## src/rtl/sopc_v3_butee_in_pkg.sv

```systemverilog
// Shared constants for the end-stop input block:
// register word addresses and EDGE_SEL field layout.
package sopc_v3_butee_in_pkg;

    localparam logic [1:0] ADDR_DATA     = 2'd0;
    localparam logic [1:0] ADDR_IRQ_MASK = 2'd1;
    localparam logic [1:0] ADDR_EDGE_CAP = 2'd2;
    localparam logic [1:0] ADDR_EDGE_SEL = 2'd3;

    localparam int FALL_OFS = 16;

    typedef enum logic [1:0] {
        EDGE_NONE = 2'b00,
        EDGE_RISE = 2'b01,
        EDGE_FALL = 2'b10
    } edge_kind_t;

    // Classify one debounced bit against its previous-cycle value.
    function automatic edge_kind_t edge_of(input logic cur, input logic prev);
        if (cur && !prev) begin
            return EDGE_RISE;
        end
        if (!cur && prev) begin
            return EDGE_FALL;
        end
        return EDGE_NONE;
    endfunction

endpackage

```

## src/rtl/sopc_v3_butee_in_debounce.sv

```systemverilog
// One end-stop line: 2-flop synchronizer, tick-sampled history,
// and a debounced level that moves only on a unanimous history.
module butee_debounce #(
    parameter int DEB_SAMPLES = 3
) (
    input  logic clk,
    input  logic reset_n,
    input  logic tick,
    input  logic raw,
    output logic level
);

    logic                   sync1;
    logic                   sync2;
    logic [DEB_SAMPLES-1:0] hist;
    logic [DEB_SAMPLES-1:0] hist_next;

    assign hist_next = {hist[DEB_SAMPLES-2:0], sync2};

    always_ff @(posedge clk or negedge reset_n) begin
        if (!reset_n) begin
            sync1 <= 1'b0;
            sync2 <= 1'b0;
        end else begin
            sync1 <= raw;
            sync2 <= sync1;
        end
    end

    always_ff @(posedge clk or negedge reset_n) begin
        if (!reset_n) begin
            hist  <= '0;
            level <= 1'b0;
        end else if (tick) begin
            hist <= hist_next;
            if (&hist_next) begin
                level <= 1'b1;
            end else if (~|hist_next) begin
                level <= 1'b0;
            end
        end
    end

endmodule

```

## src/rtl/sopc_v3_butee_in.sv

```systemverilog
// Avalon-MM end-stop input port: debounced levels, selectable
// edge capture with write-1-to-clear, and a masked level interrupt.
module sopc_v3_butee_in
    import sopc_v3_butee_in_pkg::*;
#(
    parameter int WIDTH       = 12,
    parameter int DEB_DIV     = 5000,
    parameter int DEB_SAMPLES = 3
) (
    input  logic             clk,
    input  logic             reset_n,
    input  logic [1:0]       address,
    input  logic             chipselect,
    input  logic             write_n,
    input  logic [31:0]      writedata,
    input  logic [WIDTH-1:0] in_port,
    output logic [31:0]      readdata,
    output logic             irq
);

    localparam logic [15:0] DIV_MAX = 16'(DEB_DIV - 1);

    logic [15:0]      pre_cnt;
    logic             tick;
    logic [WIDTH-1:0] deb;
    logic [WIDTH-1:0] deb_prev;
    logic [WIDTH-1:0] irq_mask;
    logic [WIDTH-1:0] edge_cap;
    logic [WIDTH-1:0] sel_rise;
    logic [WIDTH-1:0] sel_fall;
    logic [WIDTH-1:0] cap_set;
    logic [WIDTH-1:0] cap_clr;
    logic             wr;

    assign wr   = chipselect && !write_n;
    assign tick = (pre_cnt == DIV_MAX);

    always_ff @(posedge clk or negedge reset_n) begin
        if (!reset_n) begin
            pre_cnt <= '0;
        end else if (tick) begin
            pre_cnt <= '0;
        end else begin
            pre_cnt <= pre_cnt + 16'd1;
        end
    end

    for (genvar i = 0; i < WIDTH; i++) begin : g_deb
        butee_debounce #(
            .DEB_SAMPLES(DEB_SAMPLES)
        ) u_deb (
            .clk    (clk),
            .reset_n(reset_n),
            .tick   (tick),
            .raw    (in_port[i]),
            .level  (deb[i])
        );
    end

    always_ff @(posedge clk or negedge reset_n) begin
        if (!reset_n) begin
            deb_prev <= '0;
        end else begin
            deb_prev <= deb;
        end
    end

    always_comb begin
        cap_set = '0;
        for (int i = 0; i < WIDTH; i++) begin
            unique case (edge_of(deb[i], deb_prev[i]))
                EDGE_RISE: cap_set[i] = sel_rise[i];
                EDGE_FALL: cap_set[i] = sel_fall[i];
                default:   cap_set[i] = 1'b0;
            endcase
        end
    end

    assign cap_clr = (wr && address == ADDR_EDGE_CAP) ?
                     writedata[WIDTH-1:0] : '0;

    // Clear is applied first so a same-cycle set survives.
    always_ff @(posedge clk or negedge reset_n) begin
        if (!reset_n) begin
            edge_cap <= '0;
        end else begin
            edge_cap <= (edge_cap & ~cap_clr) | cap_set;
        end
    end

    always_ff @(posedge clk or negedge reset_n) begin
        if (!reset_n) begin
            irq_mask <= '0;
            sel_rise <= '1;
            sel_fall <= '0;
        end else if (wr) begin
            if (address == ADDR_IRQ_MASK) begin
                irq_mask <= writedata[WIDTH-1:0];
            end
            if (address == ADDR_EDGE_SEL) begin
                sel_rise <= writedata[WIDTH-1:0];
                sel_fall <= writedata[FALL_OFS +: WIDTH];
            end
        end
    end

    assign irq = |(edge_cap & irq_mask);

    always_comb begin
        readdata = '0;
        case (address)
            ADDR_DATA:     readdata[WIDTH-1:0] = deb;
            ADDR_IRQ_MASK: readdata[WIDTH-1:0] = irq_mask;
            ADDR_EDGE_CAP: readdata[WIDTH-1:0] = edge_cap;
            default: begin
                readdata[WIDTH-1:0]          = sel_rise;
                readdata[FALL_OFS +: WIDTH]  = sel_fall;
            end
        endcase
    end

endmodule

```

## config.mk

```make
export PLATFORM = sky130hd
export DESIGN_NAME = sopc_v3_butee_in
export DESIGN_NICKNAME = d
export VERILOG_FILES = /design/src/rtl/sopc_v3_butee_in_pkg.sv /design/src/rtl/sopc_v3_butee_in_debounce.sv /design/src/rtl/sopc_v3_butee_in.sv
export SDC_FILE = /design/constraint.sdc
export NUM_CORES = 1
export LEC_CHECK = 0
export ABC_CLOCK_PERIOD_IN_PS = 3500
export CAP_MARGIN = 5
export CELL_PAD_IN_SITES_DETAIL_PLACEMENT = 0
export CELL_PAD_IN_SITES_GLOBAL_PLACEMENT = 2
export CORE_MARGIN = 2
export CORE_UTILIZATION = 38
export CTS_CLUSTER_DIAMETER = 100
export CTS_CLUSTER_SIZE = 40
export DETAILED_ROUTE_END_ITERATION = 6
export MAX_ROUTING_LAYER = met4
export PLACE_DENSITY = 0.91
export SETUP_SLACK_MARGIN = 0.15
export SYNTH_ARGS = -nofsm -noshare
export SYNTH_HDL_FRONTEND = slang
export SYNTH_HIERARCHICAL = 1
export SYNTH_SLANG_ARGS = --single-unit
```

## constraint.sdc

```tcl
create_clock -name clk -period 3.5 [get_ports clk]
set_input_delay 0.35 -clock clk [delete_from_list [all_inputs] [get_ports clk]]
set_output_delay 0.35 -clock clk [all_outputs]
set_load 0.05 [all_outputs]
```

==> impl_metrics.prom, run 1 <==
# TYPE chip_impl_metric gauge
chip_impl_metric{name="drt_pre_antenna_iters",unit=""} 4
chip_impl_metric{name="layout.area.seq",unit="sq um"} 3418
chip_impl_metric{name="post_cts.repair.setup_buffers",unit=""} 0
chip_impl_metric{name="synth-seq-cells",unit=""} 136
chip_impl_metric{name="fmax",unit="GHz"} 0.3772
chip_impl_info{name="yosys.area.top_type",value="sky130_fd_sc_hd__dfrtp_1"} 1
chip_impl_metric{name="worst_setup_hold_path_clk_slew",unit="ns"} 0.06
chip_impl_metric{name="finalClockSkew",unit="ns"} 0.006117
chip_impl_metric{name="wl_per_cell",unit="microns"} 16.13
chip_impl_metric{name="num_rows",unit=""} 46
chip_impl_metric{name="power_frac_comb",unit=""} 0.125
chip_impl_metric{name="post-route-min-period",unit="ns"} 2.651
chip_impl_metric{name="seqPwrFrac",unit=""} 0.406
chip_impl_metric{name="synthesis.instances",unit=""} 434
chip_impl_metric{name="synthToLayoutAreaGrowth",unit="%"} 26.50
chip_impl_metric{name="drt_iter0_drc",unit=""} 239
chip_impl_metric{name="pin_count_of_the_biggest_net_entering_global_routing",unit=""} 95
chip_impl_info{name="timing.critical_path.slowest_stage_cell",value="sky130_fd_sc_hd__clkdlybuf4s50_1"} 1
chip_impl_metric{name="max_stage_delay",unit="ns"} 0.74
chip_impl_metric{name="die_w",unit="microns"} 130.1
chip_impl_metric{name="r2r_setup_slack",unit="ns"} 1.00
chip_impl_info{name="worst_case_hold_path_end_point",value="g_deb[6].u_deb/sync2"} 1
chip_impl_info{name="path_class",value="reg -> out"} 1
chip_impl_info{name="beginning_of_the_worst_hold_path",value="g_deb[6].u_deb/sync1"} 1
chip_impl_metric{name="num-fill-cells",unit=""} 1389
chip_impl_metric{name="finish.net_count",unit=""} 591
chip_impl_metric{name="worstMarginPinSlew",unit="ns"} 0.5720
chip_impl_metric{name="worst_ir_drop_vdd",unit="mV"} 0.3818
chip_impl_metric{name="place.gp.congestion",unit=""} 0.7659
chip_impl_metric{name="period_share",unit=""} 0.7575
chip_impl_metric{name="p_per_area",unit="nW/um^2"} 589.7
chip_impl_info{name="yosys.cell_count.top_type",value="sky130_fd_sc_hd__dfrtp_1"} 1
chip_impl_metric{name="worstSkewPairLatency",unit="ns"} 0.41
chip_impl_metric{name="switching_power",unit="W"} 0.001069
chip_impl_metric{name="setup_ws",unit="ns"} 0.8487
chip_impl_metric{name="cellLeakagePower",unit="nW"} 3.259
chip_impl_metric{name="grt.overflow.total",unit=""} 0
chip_impl_metric{name="cts.sink_count",unit=""} 136
chip_impl_info{name="worstSetupEndpointType",value="primary output"} 1
chip_impl_metric{name="grt_util_overall",unit=""} 0.1631
chip_impl_info{name="crit_chain",value="a22o_1 -> a221oi_1 -> nand3_1 -> clkdlybuf4s50_1"} 1
chip_impl_info{name="critical_path.top_delay_family",value="buffers and inverters"} 1
chip_impl_info{name="leading_cell_types_by_total_area_after_synthesis",value="sky130_fd_sc_hd__dfrtp_1 51%, sky130_fd_sc_hd__mux2_2 8.9%, sky130_fd_sc_hd__dfstp_2 5.2%"} 1
chip_impl_metric{name="worstRegToRegCells",unit=""} 6
chip_impl_info{name="worst_hold_path_type",value="reg -> reg"} 1
chip_impl_metric{name="floorplan.io_pins",unit=""} 83
chip_impl_metric{name="first_global_vias",unit=""} 4068
chip_impl_metric{name="die_y",unit="microns"} 130.1
chip_impl_info{name="crit_path_start_kind",value="flop"} 1
chip_impl_metric{name="postLayoutCoreUtil",unit=""} 0.4866
chip_impl_metric{name="clock_power_share",unit=""} 0.469
chip_impl_metric{name="routed_via_density",unit=""} 5.027
chip_impl_info{name="rsz0062_at_grt",value="false"} 1
chip_impl_metric{name="die_area",unit="sq um"} 16930
chip_impl_metric{name="asyncSetResetFlopFracSynth",unit=""} 1.000
chip_impl_metric{name="finalHoldViolations",unit=""} 0
chip_impl_metric{name="number_of_flops_mapped_to_enable_cells_by_yosys",unit=""} 0
chip_impl_metric{name="final-setup-viol-count",unit=""} 0
chip_impl_metric{name="dp_slack",unit="ns"} 0.9179
chip_impl_metric{name="floorplan.core_area",unit="sq um"} 15710
chip_impl_info{name="run_status",value="finished clean"} 1
chip_impl_metric{name="floorplan.initialDensity",unit=""} 0.3847
chip_impl_metric{name="timing.critical_path.arrival",unit="ns"} 2.30
chip_impl_info{name="cts_root_buffer",value="sky130_fd_sc_hd__clkbuf_16"} 1
chip_impl_metric{name="finalWirelength",unit="microns"} 12010
chip_impl_metric{name="timing.max_cap.violations",unit=""} 0
chip_impl_metric{name="grt_first_pass_wirelength",unit="microns"} 20440
chip_impl_metric{name="drc",unit=""} 0
chip_impl_metric{name="cts_resized",unit=""} 0
chip_impl_metric{name="synth_seq_area_share",unit=""} 0.5655
chip_impl_metric{name="ant_nets",unit=""} 0
chip_impl_metric{name="p_sw_frac",unit=""} 0.2371
chip_impl_metric{name="cts_inserted_buffers",unit=""} 17
chip_impl_metric{name="dp_hpwl",unit="microns"} 8258
chip_impl_metric{name="num_antenna_cells",unit=""} 0
chip_impl_metric{name="synth_top_area_share",unit=""} 0.5134
chip_impl_metric{name="cp_num_buf_inv",unit=""} 1
chip_impl_metric{name="whs_path_depth",unit=""} 0
chip_impl_metric{name="antenna_found_initial",unit=""} 0
chip_impl_metric{name="cts_buffer_depth",unit=""} 2
chip_impl_info{name="cts_tree",value="done"} 1
chip_impl_info{name="postSynth.topFlopCell",value="sky130_fd_sc_hd__dfrtp_1"} 1
chip_impl_metric{name="yosysWarnings",unit=""} 6
chip_impl_metric{name="fin_worst_hold_slack",unit="ns"} 0.3462
chip_impl_metric{name="fraction_of_layout_instances_using_a_drive_strength_above_1",unit=""} 0.3062
chip_impl_metric{name="cp.required",unit="ns"} 3.15
chip_impl_metric{name="routed-via-count",unit=""} 3745
chip_impl_metric{name="ys_types",unit=""} 42
chip_impl_info{name="endpoint_of_the_worst_register_to_register_path",value="g_deb[3].u_deb/level"} 1
chip_impl_metric{name="avgSynthCellArea",unit="sq um"} 13.93
chip_impl_metric{name="timing.critical_path.fanout_max",unit=""} 3
chip_impl_metric{name="post_synth_instance_area",unit="sq um"} 6045
chip_impl_metric{name="maxSlewViolCount",unit=""} 0
chip_impl_metric{name="total_power",unit="W"} 0.004509
chip_impl_metric{name="multi_input_area",unit="sq um"} 2452
chip_impl_metric{name="place.port_buffers",unit=""} 66
chip_impl_metric{name="p_int",unit="W"} 0.003440
chip_impl_metric{name="setup_total_negative_slack",unit="ns"} 0
chip_impl_metric{name="max_slew_margin",unit=""} 0.6186
chip_impl_metric{name="cts.htree.levels",unit=""} 4
chip_impl_metric{name="critical_path_depth",unit=""} 4
chip_impl_info{name="crit-reg2reg-launch",value="pre_cnt[0]"} 1
chip_impl_info{name="post_synth_most_frequent_cells",value="124 x sky130_fd_sc_hd__dfrtp_1, 48 x sky130_fd_sc_hd__mux2_2, 25 x sky130_fd_sc_hd__ha_1, 25 x sky130_fd_sc_hd__inv_1, 15 x sky130_fd_sc_hd__nor2_1"} 1
==> kinds of logic after synthesis <==
group,synth area share
fa+ha+maj,0.05175
buf+inv,0.03415
simple gates,0.1161
mux,0.1565
compound gates,0.06086
xor+xnor,0.01449
flops,0.5655
other cells,0.0006204
==> worst max path at each step <==
stage          slack (ns)                    to   startpoint
6_report             0.85                   irq  irq_mask[8]
3_3_place_gp         0.91          readdata[27]   address[0]
4_1_cts              0.77                   irq  irq_mask[8]
5_1_grt              0.74                   irq  irq_mask[8]
2_1_floorplan        0.41  g_deb[0].u_deb/level  pre_cnt[10]
3_5_place_dp         0.92          readdata[25]   address[0]
==> repair_timing <==
action                     CTS  global route
hold buffers                 1             0
setup endpoints to repair    0             0
hold endpoints to repair    38             0
==> placed cells by master, fill, tap and decap left out, types with 13 or more instances in the layout <==
master,synthesis,routed
sky130_fd_sc_hd__ha_1,25,25
sky130_fd_sc_hd__mux2_2,48,48
sky130_fd_sc_hd__nor2_1,15,15
sky130_fd_sc_hd__clkbuf_16,0,17
sky130_fd_sc_hd__inv_1,25,25
sky130_fd_sc_hd__buf_4,8,28
sky130_fd_sc_hd__and3_1,13,13
sky130_fd_sc_hd__dfrtp_1,124,124
sky130_fd_sc_hd__nand2_1,14,14
sky130_fd_sc_hd__clkdlybuf4s50_1,0,46
==> power by group through the flow <==
| stage | sequential [W] | clock (W) | combinational, W |
|---|---|---|---|
| detailed placement | 0.00186 | 0 | 0.000572 |
| floorplan | 0.00182 | 0 | 0.000379 |
| finish | 0.00183 | 0.00211 | 0.000564 |
| CTS | 0.00183 | 0.00216 | 0.000576 |
| global route | 0.00185 | 0.00224 | 0.000603 |
| global placement | 0.00185 | 0 | 0.000565 |
==> metal layers <==
| layer | part of all wire | vias to the layer above | global-route usage |
|---|---|---|---|
| met5 | 0 | - | - |
| met4 | 0.015 | 0 | 0.05819 |
| met3 | 0.045 | 14 | 0.05248 |
| met2 | 0.51 | 74 | 0.2605 |
| met1 | 0.43 | 1908 | 0.1949 |
| li1 | - | 1749 | - |
==> state kept, by name, indices dropped and copies added (netlist names) <==
signal             flops
g_deb.u_deb/sync1     12
sel_rise              12
g_deb.u_deb/level     12
deb_prev              12
g_deb.u_deb/hist      24
irq_mask              12
sel_fall              12
g_deb.u_deb/sync2     12
edge_cap              12
pre_cnt               16
==> layout make-up <==
| class | count | area share |
|---|---|---|
| Clock inverter | 12 | 0.03191 |
| Inverter | 25 | 0.01227 |
| Multi-Input combinational cell | 260 | 0.3207 |
| Timing Repair Buffer | 76 | 0.09164 |
| Sequential cell | 136 | 0.4471 |
| Tap cell | 216 | 0.03535 |
| Clock buffer | 20 | 0.06104 |
==> stage by stage <==
stage               cells  area [sq um]
detailed placement    712          6925
global placement      712          6925
CTS                   745          7646
floorplan             441          6071
finish                745          7646
global route          745          7646
Note: power is estimated with default switching activity, not from simulation.
==> run 2, diff against run 1 <==
Settings changed: ABC_CLOCK_PERIOD_IN_PS 3500 to 2550.
Clock period 3.5 ns to 2.55 ns, I/O delays scaled along.
==> impl_metrics.prom, run 2 (same netlist as run 1, synthesis figures left out) <==
# TYPE chip_impl_metric gauge
chip_impl_metric{name="grt_util_overall",unit=""} 0.1621
chip_impl_metric{name="cp_num_buf_inv",unit=""} 1
chip_impl_metric{name="timing.critical_path.arrival",unit="ns"} 1.99
chip_impl_metric{name="ant_nets",unit=""} 0
chip_impl_info{name="crit-reg2reg-launch",value="pre_cnt[0]"} 1
chip_impl_metric{name="finalClockSkew",unit="ns"} 0.006326
chip_impl_metric{name="routed_via_density",unit=""} 5.126
chip_impl_metric{name="dp_slack",unit="ns"} 0.3826
chip_impl_metric{name="largest_reg_flops",unit=""} 24
chip_impl_metric{name="finalHoldViolations",unit=""} 0
chip_impl_info{name="crit_chain",value="a22o_1 -> a221oi_1 -> nand3_1 -> dlygate4sd2_1"} 1
chip_impl_metric{name="post_cts.repair.setup_buffers",unit=""} 0
chip_impl_metric{name="num-fill-cells",unit=""} 1365
chip_impl_metric{name="max_stage_delay",unit="ns"} 0.46
chip_impl_info{name="path_class",value="reg -> out"} 1
chip_impl_info{name="worst_hold_path_type",value="in -> reg"} 1
chip_impl_metric{name="fmax",unit="GHz"} 0.4453
chip_impl_metric{name="cts.sink_count",unit=""} 136
chip_impl_metric{name="timing.critical_path.fanout_max",unit=""} 3
chip_impl_metric{name="place.gp.congestion",unit=""} 0.7744
chip_impl_metric{name="worstMarginPinSlew",unit="ns"} 0.6171
chip_impl_metric{name="worstRegToRegCells",unit=""} 5
chip_impl_metric{name="worstSkewPairLatency",unit="ns"} 0.41
chip_impl_metric{name="critical_path_depth",unit=""} 4
chip_impl_info{name="cts_tree",value="done"} 1
chip_impl_metric{name="worst_setup_hold_path_clk_slew",unit="ns"} 0.05
chip_impl_metric{name="drc",unit=""} 0
chip_impl_metric{name="p_per_area",unit="nW/um^2"} 729.5
chip_impl_metric{name="post-route-min-period",unit="ns"} 2.246
chip_impl_info{name="run_status",value="finished clean"} 1
chip_impl_metric{name="place.port_buffers",unit=""} 66
chip_impl_metric{name="finish.net_count",unit=""} 593
chip_impl_info{name="timing.critical_path.slowest_stage_cell",value="sky130_fd_sc_hd__dlygate4sd2_1"} 1
chip_impl_metric{name="fin_cells",unit=""} 746
chip_impl_metric{name="fin_worst_hold_slack",unit="ns"} 0.2788
chip_impl_metric{name="fin_area",unit="sq um"} 7664
chip_impl_info{name="cts_root_buffer",value="sky130_fd_sc_hd__clkbuf_16"} 1
chip_impl_metric{name="max_slew_margin",unit=""} 0.5886
chip_impl_metric{name="grt_first_pass_wirelength",unit="microns"} 20310
chip_impl_info{name="top_regs",value="g_deb.u_deb/hist x24, pre_cnt x16"} 1
chip_impl_metric{name="placedCellCount",unit=""} 714
chip_impl_metric{name="pin_count_of_the_biggest_net_entering_global_routing",unit=""} 67
chip_impl_metric{name="grt.overflow.total",unit=""} 0
chip_impl_metric{name="dp_hpwl",unit="microns"} 8384
chip_impl_info{name="final_cell_mix",value="124 x sky130_fd_sc_hd__dfrtp_1, 48 x sky130_fd_sc_hd__mux2_2, 40 x sky130_fd_sc_hd__clkdlybuf4s50_1"} 1
chip_impl_metric{name="die_area",unit="sq um"} 16930
chip_impl_metric{name="routed-via-count",unit=""} 3824
chip_impl_info{name="startpoint",value="irq_mask[6]"} 1
chip_impl_metric{name="drt_pre_antenna_iters",unit=""} 4
chip_impl_metric{name="cts_inserted_buffers",unit=""} 17
chip_impl_metric{name="synthToLayoutAreaGrowth",unit="%"} 26.79
chip_impl_info{name="crit_path_start_kind",value="flop"} 1
chip_impl_metric{name="num_antenna_cells",unit=""} 0
chip_impl_metric{name="timing.max_cap.violations",unit=""} 0
chip_impl_metric{name="cp.required",unit="ns"} 2.30
chip_impl_metric{name="first_global_vias",unit=""} 4013
chip_impl_metric{name="maxSlewViolCount",unit=""} 0
chip_impl_metric{name="final-setup-viol-count",unit=""} 0
chip_impl_metric{name="wl_per_cell",unit="microns"} 16.50
chip_impl_metric{name="setup_total_negative_slack",unit="ns"} 0
chip_impl_info{name="critical_path.top_delay_family",value="compound AO/OA/AOI/OAI gates"} 1
chip_impl_metric{name="floorplan.initialDensity",unit=""} 0.3847
chip_impl_metric{name="drt_iter0_drc",unit=""} 181
chip_impl_metric{name="worst_ir_drop_vdd",unit="mV"} 0.4094
chip_impl_metric{name="cellLeakagePower",unit="nW"} 3.253
chip_impl_metric{name="die_y",unit="microns"} 130.1
chip_impl_metric{name="whs_path_depth",unit=""} 1
chip_impl_metric{name="antenna_found_initial",unit=""} 0
chip_impl_metric{name="cts_buffer_depth",unit=""} 2
chip_impl_metric{name="floorplan.io_pins",unit=""} 83
chip_impl_metric{name="num_rows",unit=""} 46
chip_impl_info{name="rsz0062_at_grt",value="false"} 1
chip_impl_metric{name="setup_ws",unit="ns"} 0.3043
chip_impl_metric{name="fraction_of_layout_instances_using_a_drive_strength_above_1",unit=""} 0.3075
chip_impl_info{name="most_flops_register",value="g_deb.u_deb/hist"} 1
chip_impl_metric{name="period_share",unit=""} 0.8807
chip_impl_info{name="worstSetupEndpointType",value="primary output"} 1
chip_impl_metric{name="cts.htree.levels",unit=""} 4
chip_impl_metric{name="die_w",unit="microns"} 130.1
chip_impl_metric{name="floorplan.core_area",unit="sq um"} 15710
chip_impl_info{name="most_common_cell_after_layout_fill_and_taps_aside",value="sky130_fd_sc_hd__dfrtp_1"} 1
chip_impl_info{name="beginning_of_the_worst_hold_path",value="in_port[2]"} 1
chip_impl_metric{name="finalWirelength",unit="microns"} 12310
chip_impl_metric{name="placedInstanceArea",unit="sq um"} 7111
[run 2: cell count changes in the layout (fill, tap and decap cells not counted), moves of 2 or more]
| cell | change |
|---|---|
| sky130_fd_sc_hd__buf_12 | +14 |
| sky130_fd_sc_hd__buf_4 | -8 |
| sky130_fd_sc_hd__bufinv_16 | -6 |
| sky130_fd_sc_hd__clkbuf_1 | +7 |
| sky130_fd_sc_hd__clkdlybuf4s50_1 | -6 |
| sky130_fd_sc_hd__clkinvlp_4 | -2 |
[run 2: path summary, 6_finish.rpt]
path	end	slack, ns
setup / recovery	irq	0.30
hold / removal	g_deb[2].u_deb/sync1	0.28
setup reg to reg	g_deb[7].u_deb/hist[1]	0.37
hold reg to reg	g_deb[9].u_deb/sync2	0.35
max in group asynchronous	sel_rise[9]	1.30
min in group asynchronous	g_deb[0].u_deb/sync1	0.40
[run 2: power by group]
part	switching (W)	internal, W	total (W)
clock	0.000844	0.00141	0.00225
combinational	0.000445	0.000378	0.000823
sequential	0.000145	0.00237	0.00252
total	0.00143	0.00416	0.00559
[run 2: final cells by class]
type                       instances  area (sq um)  share of cell area
sequential                       136          3418              0.4460
multi-input combinational        260          2462              0.3213
timing repair buffer              78         880.8              0.1149
clock buffer                      27         493.0             0.06433
tap                              216         270.3             0.03527
inverter                          25         93.84             0.01224
clock inverter                     4         45.04            0.005878
[run 2: routing by layer]
metal  track usage  wire (microns)  vias up
li1              -               -     1760
met1        0.1942            5316     1974
met4       0.06705             177        0
met2        0.2633            6299       73
met5             -               0        -
met3       0.03977             513       17
[run 2: repair_timing]
action | CTS | global route
hold buffers | 1 | 0
resized for setup | 1 | 1
hold endpoints to repair | 59 | 0
setup endpoints to repair | 1 | 1
[run 2: stage by stage]
| step | utilization | total power, W |
|---|---|---|
| 2_1_floorplan | - | 0.003012 |
| 3_3_place_gp | 0.4525 | 0.003360 |
| 3_5_place_dp | 0.4525 | 0.003383 |
| 4_1_cts | 0.4873 | 0.005652 |
| 5_1_grt | 0.4877 | 0.005805 |
| 6_report | 0.4877 | 0.005590 |
==> run 3, diff against run 2 <==
Settings changed: GPL_TIMING_DRIVEN set to 0.
==> impl_metrics.prom, run 3 (same netlist as run 1, synthesis figures left out) <==
# TYPE chip_impl_metric gauge
chip_impl_metric{name="wl_per_cell",unit="microns"} 16.82
chip_impl_metric{name="switching_power",unit="W"} 0.001416
chip_impl_metric{name="cp.required",unit="ns"} 2.30
chip_impl_metric{name="postLayoutCoreUtil",unit=""} 0.4841
chip_impl_metric{name="r2r_setup_slack",unit="ns"} 0.36
chip_impl_metric{name="worst_ir_drop_vdd",unit="mV"} 0.4609
chip_impl_metric{name="multi_input_area",unit="sq um"} 2450
chip_impl_metric{name="die_area",unit="sq um"} 16930
chip_impl_metric{name="synthToLayoutAreaGrowth",unit="%"} 25.83
chip_impl_metric{name="worst_setup_hold_path_clk_slew",unit="ns"} 0.06
chip_impl_metric{name="seqPwrFrac",unit=""} 0.452
chip_impl_metric{name="floorplan.core_area",unit="sq um"} 15710
chip_impl_metric{name="whs_path_depth",unit=""} 1
chip_impl_metric{name="timing.critical_path.arrival",unit="ns"} 2.08
chip_impl_metric{name="largest_reg_flops",unit=""} 24
chip_impl_metric{name="dp_hpwl",unit="microns"} 8933
chip_impl_metric{name="num_rows",unit=""} 46
chip_impl_info{name="crit_path_start_kind",value="flop"} 1
chip_impl_metric{name="total_power",unit="W"} 0.005545
chip_impl_metric{name="first_global_vias",unit=""} 4031
chip_impl_metric{name="antenna_found_initial",unit=""} 0
chip_impl_metric{name="drt_pre_antenna_iters",unit=""} 4
chip_impl_metric{name="clock_power_share",unit=""} 0.406
chip_impl_metric{name="grt_util_overall",unit=""} 0.1698
chip_impl_metric{name="ant_nets",unit=""} 0
chip_impl_metric{name="finish.net_count",unit=""} 607
chip_impl_metric{name="worstMarginPinSlew",unit="ns"} 0.6266
chip_impl_metric{name="floorplan.io_pins",unit=""} 83
chip_impl_info{name="rsz0062_at_grt",value="false"} 1
chip_impl_metric{name="fmax",unit="GHz"} 0.4283
chip_impl_metric{name="routed-via-count",unit=""} 3831
chip_impl_metric{name="routed_via_density",unit=""} 5.034
chip_impl_metric{name="p_sw_frac",unit=""} 0.2554
chip_impl_metric{name="cts_inserted_buffers",unit=""} 17
chip_impl_metric{name="timing.critical_path.fanout_max",unit=""} 6
chip_impl_metric{name="power_frac_comb",unit=""} 0.142
chip_impl_metric{name="p_int",unit="W"} 0.004129
chip_impl_metric{name="finalWirelength",unit="microns"} 12800
chip_impl_metric{name="maxSlewViolCount",unit=""} 0
chip_impl_metric{name="period_share",unit=""} 0.9157
chip_impl_metric{name="grt.overflow.total",unit=""} 0
chip_impl_metric{name="cts.htree.levels",unit=""} 4
chip_impl_metric{name="p_per_area",unit="nW/um^2"} 729.0
chip_impl_metric{name="timing.max_cap.violations",unit=""} 0
chip_impl_metric{name="cts.sink_count",unit=""} 136
chip_impl_metric{name="finalHoldViolations",unit=""} 0
chip_impl_metric{name="place.gp.congestion",unit=""} 0.7795
chip_impl_metric{name="drc",unit=""} 0
chip_impl_metric{name="place.port_buffers",unit=""} 64
chip_impl_metric{name="final-setup-viol-count",unit=""} 0
chip_impl_metric{name="grt_first_pass_wirelength",unit="microns"} 20890
chip_impl_metric{name="worstSkewPairLatency",unit="ns"} 0.41
chip_impl_metric{name="cts_buffer_depth",unit=""} 2
chip_impl_info{name="path_class",value="reg -> out"} 1
chip_impl_info{name="final_cell_mix",value="124 x sky130_fd_sc_hd__dfrtp_1, 48 x sky130_fd_sc_hd__mux2_2, 48 x sky130_fd_sc_hd__clkdlybuf4s50_1"} 1
chip_impl_info{name="most_flops_register",value="g_deb.u_deb/hist"} 1
chip_impl_metric{name="layout.area.seq",unit="sq um"} 3418
chip_impl_metric{name="cellLeakagePower",unit="nW"} 3.288
chip_impl_metric{name="num-fill-cells",unit=""} 1376
chip_impl_metric{name="floorplan.initialDensity",unit=""} 0.3847
chip_impl_metric{name="max_slew_margin",unit=""} 0.5766
chip_impl_metric{name="fraction_of_layout_instances_using_a_drive_strength_above_1",unit=""} 0.2734
chip_impl_metric{name="worstRegToRegCells",unit=""} 5
chip_impl_metric{name="finalClockSkew",unit="ns"} 0.006908
chip_impl_metric{name="post-route-min-period",unit="ns"} 2.335
chip_impl_info{name="most_common_cell_after_layout_fill_and_taps_aside",value="sky130_fd_sc_hd__dfrtp_1"} 1
chip_impl_info{name="cts_root_buffer",value="sky130_fd_sc_hd__clkbuf_16"} 1
chip_impl_info{name="top_regs",value="g_deb.u_deb/hist x24, pre_cnt x16"} 1
chip_impl_info{name="worst_hold_path_type",value="in -> reg"} 1
chip_impl_metric{name="fin_cells",unit=""} 761
chip_impl_metric{name="setup_total_negative_slack",unit="ns"} 0
chip_impl_metric{name="die_w",unit="microns"} 130.1
chip_impl_metric{name="placedCellCount",unit=""} 724
chip_impl_info{name="run_status",value="finished clean"} 1
chip_impl_metric{name="die_y",unit="microns"} 130.1
chip_impl_metric{name="drt_iter0_drc",unit=""} 266
chip_impl_metric{name="pin_count_of_the_biggest_net_entering_global_routing",unit=""} 74
chip_impl_info{name="cts_tree",value="done"} 1
chip_impl_metric{name="num_antenna_cells",unit=""} 0
chip_impl_info{name="worstSetupEndpointType",value="primary output"} 1
## run 3: cell count changes in the layout (fill, tap and decap cells not counted), sizes merged
cell	change
clkdlybuf4s50	+8
buf	-13
dlymetal6s2s	+1
dlygate4sd2	+13
clkbuf	+6
## run 3: path summary, 6_finish.rpt
kind / from / end
setup / recovery: g_deb[1].u_deb/level / readdata[1]
hold / removal: in_port[6] / g_deb[6].u_deb/sync1
setup reg to reg: pre_cnt[10] / g_deb[9].u_deb/hist[1]
hold reg to reg: g_deb[0].u_deb/sync1 / g_deb[0].u_deb/sync2
max in group asynchronous: reset_n / sel_rise[6]
min in group asynchronous: reset_n / pre_cnt[9]
## run 3: metrics by stage
stage / setup slack, ns / area, sq um / hold slack, ns
floorplan: -0.5035 / 6075 / -0.04059
global placement: -4.060 / 6985 / 0.3323
detailed placement: -0.2422 / 7037 / 0.2904
CTS: 0.1696 / 7604 / 0.2611
global route: 0.1614 / 7606 / 0.2639
finish: 0.2150 / 7606 / 0.2804
## run 3: critical path, stage by stage, from the launching register on
cell,delay (ns)
sky130_fd_sc_hd__dfrtp_1,0.44
sky130_fd_sc_hd__mux4_2,0.51
sky130_fd_sc_hd__clkdlybuf4s50_1,0.72
## run 3: power groups by stage
| stage | Sequential [W] | Clock (W) | Combinational (W) |
|---|---|---|---|
| after floorplan | 0.00249 | 0 | 0.000520 |
| after global placement | 0.00254 | 0 | 0.000800 |
| after detailed placement | 0.00254 | 0 | 0.000817 |
| after CTS | 0.00251 | 0.00231 | 0.000800 |
| after global routing | 0.00253 | 0.00241 | 0.000831 |
| final | 0.00251 | 0.00225 | 0.000786 |
## run 3: area by class of cell
class | count | area share
repair buffers | 72 | 0.09426
flip-flops and latches | 136 | 0.4494
clock buffers | 28 | 0.06531
inverters | 25 | 0.01234
well taps | 216 | 0.03553
plain buffers | 20 | 0.01513
clock inverters | 4 | 0.005922
multi-input cells | 260 | 0.3221
## run 3: routing by layer
layer	vias to the layer above	global-route usage	share of wire
met2	67	0.2744	0.51
li1	1780	-	-
met3	14	0.04551	0.047
met4	0	0.06262	0.013
met1	1970	0.2053	0.43
met5	-	-	0
## run 3: timing repair
| item | in CTS | in global routing |
|---|---|---|
| gates resized for setup | 16 | 1 |
| pin swaps | 1 | 0 |
| hold buffers | 1 | 0 |
| setup endpoints to repair | 57 | 1 |
| hold endpoints to repair | 60 | 0 |
| setup buffers | 4 | 0 |
| cloned | 0 | 0 |
